File: config.mk
export PLATFORM = sky130hd
export DESIGN_NAME = imem_arbiter
export DESIGN_NICKNAME = d
export VERILOG_FILES = /design/src/rtl/imem_arbiter.sv
export SDC_FILE = /design/constraint.sdc
export NUM_CORES = 1
export LEC_CHECK = 0
export BUFFER_PORTS_ARGS = -buffer_cell sky130_fd_sc_hd__buf_4
export CORE_AREA = 5 5 101 103
export CTS_CLUSTER_SIZE = 20
export DETAILED_ROUTE_END_ITERATION = 16
export DIE_AREA = 0 0 106 108
export PLACE_DENSITY = 0.54
export SLEW_MARGIN = 20
export SYNTH_ARGS = -nofsm -noshare
export SYNTH_HDL_FRONTEND = slang
export SYNTH_SLANG_ARGS = --single-unit
File: constraint.sdc
create_clock -name clk_i -period 1.55 [get_ports clk_i]
set_input_delay 0.0775 -clock clk_i [delete_from_list [all_inputs] [get_ports clk_i]]
set_output_delay 0.0775 -clock clk_i [all_outputs]
set_load 0.01 [all_outputs]
File: src/rtl/imem_arbiter.sv
// Two-requester arbiter for the single-port instruction memory (fetch vs loader/debug).
// Optional IMEM_ARB_LOCK_EN adds ldr_lock_i, which blocks fetch grants during boot loading.
module imem_arbiter #(
  parameter int unsigned MEM_LAT    = 1,
  parameter int unsigned STARVE_MAX = 4
) (
  input  logic        clk_i,
  input  logic        rstn_i,
  input  logic        fetch_req_i,
  input  logic [31:0] fetch_addr_i,
  output logic        fetch_gnt_o,
  output logic        fetch_rvalid_o,
  output logic [31:0] fetch_rdata_o,
  input  logic        flush_i,
`ifdef IMEM_ARB_LOCK_EN
  input  logic        ldr_lock_i,
`endif
  input  logic        ldr_req_i,
  input  logic        ldr_we_i,
  input  logic [31:0] ldr_addr_i,
  input  logic [31:0] ldr_wdata_i,
  output logic        ldr_gnt_o,
  output logic        ldr_rvalid_o,
  output logic [31:0] ldr_rdata_o,
  output logic        mem_req_o,
  output logic        mem_we_o,
  output logic [31:0] mem_addr_o,
  output logic [31:0] mem_wdata_o,
  input  logic [31:0] mem_rdata_i
);

  localparam int unsigned CNT_W = 4;

  logic               lock_c;
  logic [CNT_W-1:0]   starve_q, starve_d;
  logic [MEM_LAT-1:0] valid_q, valid_d;
  logic [MEM_LAT-1:0] owner_q, owner_d;  // 1 = loader, 0 = fetch
  logic               fetch_win, ldr_win, fin_valid;
  logic               unused_addr_c;

`ifdef IMEM_ARB_LOCK_EN
  assign lock_c = ldr_lock_i;
`else
  assign lock_c = 1'b0;
`endif

  assign unused_addr_c = ^{fetch_addr_i[1:0], ldr_addr_i[1:0]};

  // Grant selection; held off entirely while in reset so every output reads 0.
  always_comb begin
    fetch_win = 1'b0;
    ldr_win   = 1'b0;
    if (rstn_i) begin
      fetch_win = fetch_req_i && !lock_c &&
                  (!ldr_req_i || (starve_q == CNT_W'(STARVE_MAX)));
      ldr_win   = ldr_req_i && !fetch_win;
    end
  end

  always_comb begin
    starve_d = starve_q;
    if (lock_c || !fetch_req_i || fetch_win) begin
      starve_d = '0;
    end else if (starve_q < CNT_W'(STARVE_MAX)) begin
      starve_d = starve_q + CNT_W'(1);
    end
  end

  assign fetch_gnt_o = fetch_win;
  assign ldr_gnt_o   = ldr_win;

  always_comb begin
    mem_req_o   = fetch_win || ldr_win;
    mem_we_o    = ldr_win && ldr_we_i;
    mem_addr_o  = '0;
    mem_wdata_o = '0;
    if (fetch_win) begin
      mem_addr_o = {fetch_addr_i[31:2], 2'b00};
    end else if (ldr_win) begin
      mem_addr_o  = {ldr_addr_i[31:2], 2'b00};
      mem_wdata_o = ldr_wdata_i;
    end
  end

  // Tag shift: flush squashes fetch-owned entries already in flight, not the one entering.
  always_comb begin
    valid_d    = '0;
    owner_d    = '0;
    valid_d[0] = fetch_win || (ldr_win && !ldr_we_i);
    owner_d[0] = ldr_win;
    for (int unsigned i = 1; i < MEM_LAT; i++) begin
      valid_d[i] = valid_q[i-1] && !(flush_i && !owner_q[i-1]);
      owner_d[i] = owner_q[i-1];
    end
  end

  assign fin_valid = valid_q[MEM_LAT-1] && !(flush_i && !owner_q[MEM_LAT-1]);

  always_comb begin
    fetch_rvalid_o = fin_valid && !owner_q[MEM_LAT-1];
    ldr_rvalid_o   = fin_valid && owner_q[MEM_LAT-1];
    fetch_rdata_o  = fetch_rvalid_o ? mem_rdata_i : '0;
    ldr_rdata_o    = ldr_rvalid_o ? mem_rdata_i : '0;
  end

  always_ff @(posedge clk_i or negedge rstn_i) begin
    if (!rstn_i) begin
      starve_q <= '0;
      valid_q  <= '0;
      owner_q  <= '0;
    end else begin
      starve_q <= starve_d;
      valid_q  <= valid_d;
      owner_q  <= owner_d;
    end
  end

endmodule

== After elaboration in Yosys (flattened, before gate mapping) ==
Index checks and enable logic that the tools add are counted.
Word-level totals
  flip-flop bits (word level): 6
Operators by class
  order comparisons: 1
  $add $sub $neg: 1
  mux-type cells: 10
  equality and inequality tests: 1
  reductions and logical operators: 19
Operators with widths (count)
  $mux 32: 6
  $logic_and 1x1->1: 8
  $mux 4: 2
  $logic_not 1->1: 6
  $add 4x1->4 const B: 1
  $eq 4x3->1 const B: 1
  $logic_or 1x1->1: 4
  $lt 4x3->1 const B: 1
  $mux 1: 2
  $reduce_bool 2->1: 1

== Longest topological paths before layout ==
  depth in word-level cells: 8
  depth in mapped cells: 6

== Worst setup path after synthesis ==
OpenSTA, ideal clock, no wires.
  kind: flip-flop to output port
  start: register starve_q[0]
  end: output mem_addr_o[21]
  required time: 1472 ps
  path buffers: 1
  setup slack: 102 ps
  stages on the path, launching flop included: 7
  arrival time: 1370 ps
  cells stage by stage: dfrtp_1 inv_1 ha_1 nand3b_1 a21oi_4 buf_6 a22o_1
Between the ends
  elaborated cells between the ends (all ways): 9
  those cells by class: eq/ne (1); mux (4); reduce/logical (4)
RTL lines
  start, declared: line 35  | logic [CNT_W-1:0] starve_q, starve_d;
  start signal, assigned: line 112  | starve_q <= starve_d;
  $eq 4x3->1: line 55  | (!ldr_req_i || (starve_q == CNT_W'(STARVE_MAX)));
  $logic_or 1x1->1: line 55
  $logic_and 1x1->1: line 54  | fetch_win = fetch_req_i && !lock_c &&
  $mux 1: line 53  | if (rstn_i) begin
  net fetch_gnt_o: line 11  | output logic fetch_gnt_o,
  $mux 32: line 77  | if (fetch_win) begin
  end, declared: line 27  | output logic [31:0] mem_addr_o,
The timed path passes the listed nets, and every way through them passes these cells.

== Worst setup path after layout ==
  start: register starve_q[1]
  end: output mem_addr_o[24]
Between the ends
  cells in the longest elaborated chain, start to end: 8
  elaborated cells between the ends (all ways): 9
  those cells by class: eq/ne (1); mux (4); reduce/logical (4)
RTL lines
  $eq 4x3->1 *: line 55
  $logic_or 1x1->1 *: line 55
  $logic_and 1x1->1 *: line 54
  $logic_not 1->1: line 56  | ldr_win = ldr_req_i && !fetch_win;
  $logic_and 1x1->1: line 56
  $mux 1: line 53
  $mux 32: line 79  | end else if (ldr_win) begin
  $mux 32 *: line 77
Mark *: on every way between the ends. The rest lies on a longest branch, timed or not.

==> results.md <==
* RSZ-0062 raised after global routing: yes
* Kind of critical path: register to output port
* Final WS setup at -0.223 ns
* Overall power at 1.42 mW
* Avg Vias per Cell at 4.22
* First-pass GRT wire length at 11,500 microns
* Antenna cell count at 0
* RR Endpoint: starve_q[1]
* Crit path buf inv count at 4
* HP Start: ldr_we_i
* CTS H-tree lvls at 1
* Antenna Nets Post-Route at 0
* Hold depth at 2
* Path depth of the worst reg2reg path at 9
* Filler cell count at 894
* Die ar. at 11,400 sq um
* Total number of vias at 2,380
* Syn Area/Cell at 7.44 sq um
* Min cycle time layout at 1.77 ns
* Reg-to-reg setup timing slack at 0.02 ns
* Largest delay share family, worst path: buffers and inverters
* Pre-antenna DRT Iters at 4
* Arr. time, crit path at 1.70 ns
* Post-Place Cells at 542
* Slew Limit Fails at 0
* Worst Hold Class: input port to register
* Fraction of layout cells with a size suffix above 1 at 74.2%
* Worst-path clk slew at 0.04 ns
* Starting Density at 14.5%
* CP Cell Sequence: inv_2, ha_4, nand3b_1, a21oi_4, buf_12, clkbuf_16, a22o_1, buf_4
* Outcome: finished, violations left
* Gr ovfl total at 0
* Synth unique cells at 23
* Initial antenna violation count at 0
* # DRC at 0
* Largest net degree at the start of global routing at 34
* Final worst path period share at 114%
* Clk_skew at 0.00426 ns
* CTS Root Cell: clkbuf_8
* IO buf count at 261
* Global-route met3 utilization at 4.06%
* Clk Latency, worst-skew pair at 0.22 ns
* Fmax at 564 MHz
* Detailed Route Iter0 Violations at 67
* Placement Setup Slack at -0.00122 ns
* Cells after Synth at 178
* Max cap viols at 0
* Vias in the first global route at 2,319
* Post-Layout Cell Count at 564
* Crit. End Element: output port
* Post-synth top area share at 31.2%
* Startpoint types: register
* Max VDD drop at 270 uV
* DIE HEIGHT at 108 microns
* WL/cell at 16.4 microns
* Warnings from Yosys at 0
* Setup TNS after final layout at -10.01 ns
* M2 GR Usage at 24.1%
* Synthesized area at 1320 sq um
* Final Wtd Congestion at 0.823
* CTS Buffer Depth at 2
* Core Rows at 35
* Dominant cells by area after synthesis: and2_1 31%, a22o_1 20%, and3_1 15%
* Final Hold Vio Count at 0
* Most common cell after layout, fill and taps aside: buf_4
* Pwr per Cell Area at 346 nW/um^2
* Total GRT Usage at 12.3%
* Failing checks: negative setup slack
* Critical path peak fanout at 6
* CTS tree: built
* CP max stage cell: dfrtp_1
* CTS Buf Count at 3
* Sequential-to-total area share from yosys stat at 11.3%
* Total Wirelength at 9230 microns
* Most frequent cells in the layout: 223 x buf_4, 54 x buf_6, 33 x and2_4, 33 x and2_1, 32 x and3_1
* Worst path required time at 1.47 ns
* Gr busiest metal: met2
* Lkg Pwr at 2.32 nW
* CP peak stage delay at 0.38 ns
* Die W at 106 microns
* Final setup fails at 66
* DP HPWL at 7090 microns
* Reg-to-Reg Start: starve_q[1]
* Met1 Use GR at 12.5%
* Hold endpoint: valid_q
* Clock sinks at 6
* Layout net count at 591
* Core Region at 9110 sq um
* I/O Pins at 268
* #FFs+latches synth at 6
* Top cell type by total area after synthesis: and2_1
* Area growth, synth to finish at 209%
==> logic make-up (layout without fill, tap and decap cells) <==
| logic type | after synthesis | after routing | share of synthesized area (%) |
|---|---|---|---|
| AO/OA/AOI/OAI | 34 | 34 | 23.3 |
| XOR/XNOR | 1 | 1 | 0.662 |
| adder cells (fa/ha/maj) | 2 | 2 | 1.89 |
| buffers and inverters | 24 | 298 | 10.4 |
| flip-flops | 6 | 6 | 11.3 |
| multiplexers | 1 | 1 | 0.756 |
| other | 1 | 2 | 0.283 |
| AND/OR/NAND/NOR | 109 | 109 | 51.4 |
==> per-stage QoR <==
stage               utilization (%)  area [sq um]  hold slack (ns)
floorplan                         -          1330           -0.218
global placement               37.6          3430           -0.102
detailed placement             37.6          3430           -0.100
CTS                            38.4          3490           0.0459
global route                   44.9          4090           0.0543
finish                         44.9          4090           0.0502
==> worst register-to-register path: cells and delay by family (launching register included) <==
family	cells	cell delay, ns
compound gates	1	0.19
buf+inv	5	0.54
simple gates	2	0.16
fa+ha+maj	1	0.15
flops	1	0.38
==> repair_timing <==
action                                  in CTS  in global routing
hold endpoints to repair                     6                  0
cloned                                       0                 10
resized for setup                            5                 95
endpoints found under the setup margin      66                 72
buffers inserted                             0                  8
hold buffers                                 1                  0
pin swaps                                    1                 48
==> power by group <==
group	switching, mW	internal (mW)	total [mW]
logic	0.369	0.634	1.00
registers	0.00902	0.169	0.178
clock network	0.0679	0.167	0.235
==> synthesized netlist by cell type, drive strengths merged <==
| cell type | count |
|---|---|
| xnor2 | 1 |
| a41oi | 1 |
| and3 | 32 |
| or2 | 1 |
| ha | 2 |
| a21oi | 2 |
| a22o | 30 |
| mux2i | 1 |
| o21bai | 1 |
| nand2 | 3 |
| dfrtp | 6 |
| and2 | 66 |
| nand3b | 1 |
| buf | 13 |
| clkbuf | 8 |
| nor3b | 4 |
| nor2 | 2 |
| conb | 1 |
| inv | 3 |
==> state kept, by name (all words and copies together) (netlist names) <==
name	count
valid_q	1
starve_q	4
owner_q	1
==> worst max-delay path by stage <==
stage | cells past startpoint | slack, ns | from | endpoint
finish | 8 | -0.22 | starve_q[1] | mem_addr_o[24]
global route | 8 | -0.26 | starve_q[1] | mem_addr_o[23]
CTS | 7 | -0.21 | starve_q[0] | mem_addr_o[15]
detailed placement | 7 | -0.001 | starve_q[0] | mem_addr_o[31]
global placement | 7 | 0.02 | starve_q[0] | mem_addr_o[27]
floorplan | 6 | 0.10 | starve_q[0] | mem_addr_o[21]
==> routing by layer <==
metal,part of all wire (%),up-vias
met3,10,8
li1,-,1167
met5,0,-
met4,1.2,0
met2,56,152
met1,33,1053
==> final cells by class <==
type | count | area, sq um | area share, %
multi-input cells | 149 | 1160 | 28.3
clock buffers | 3 | 41.3 | 1.01
flip-flops and latches | 6 | 150 | 3.67
repair buffers | 292 | 2590 | 63.3
well taps | 111 | 139 | 3.39
inverters | 3 | 11.3 | 0.275
No activity file was read; power rests on OpenSTA's default activity.
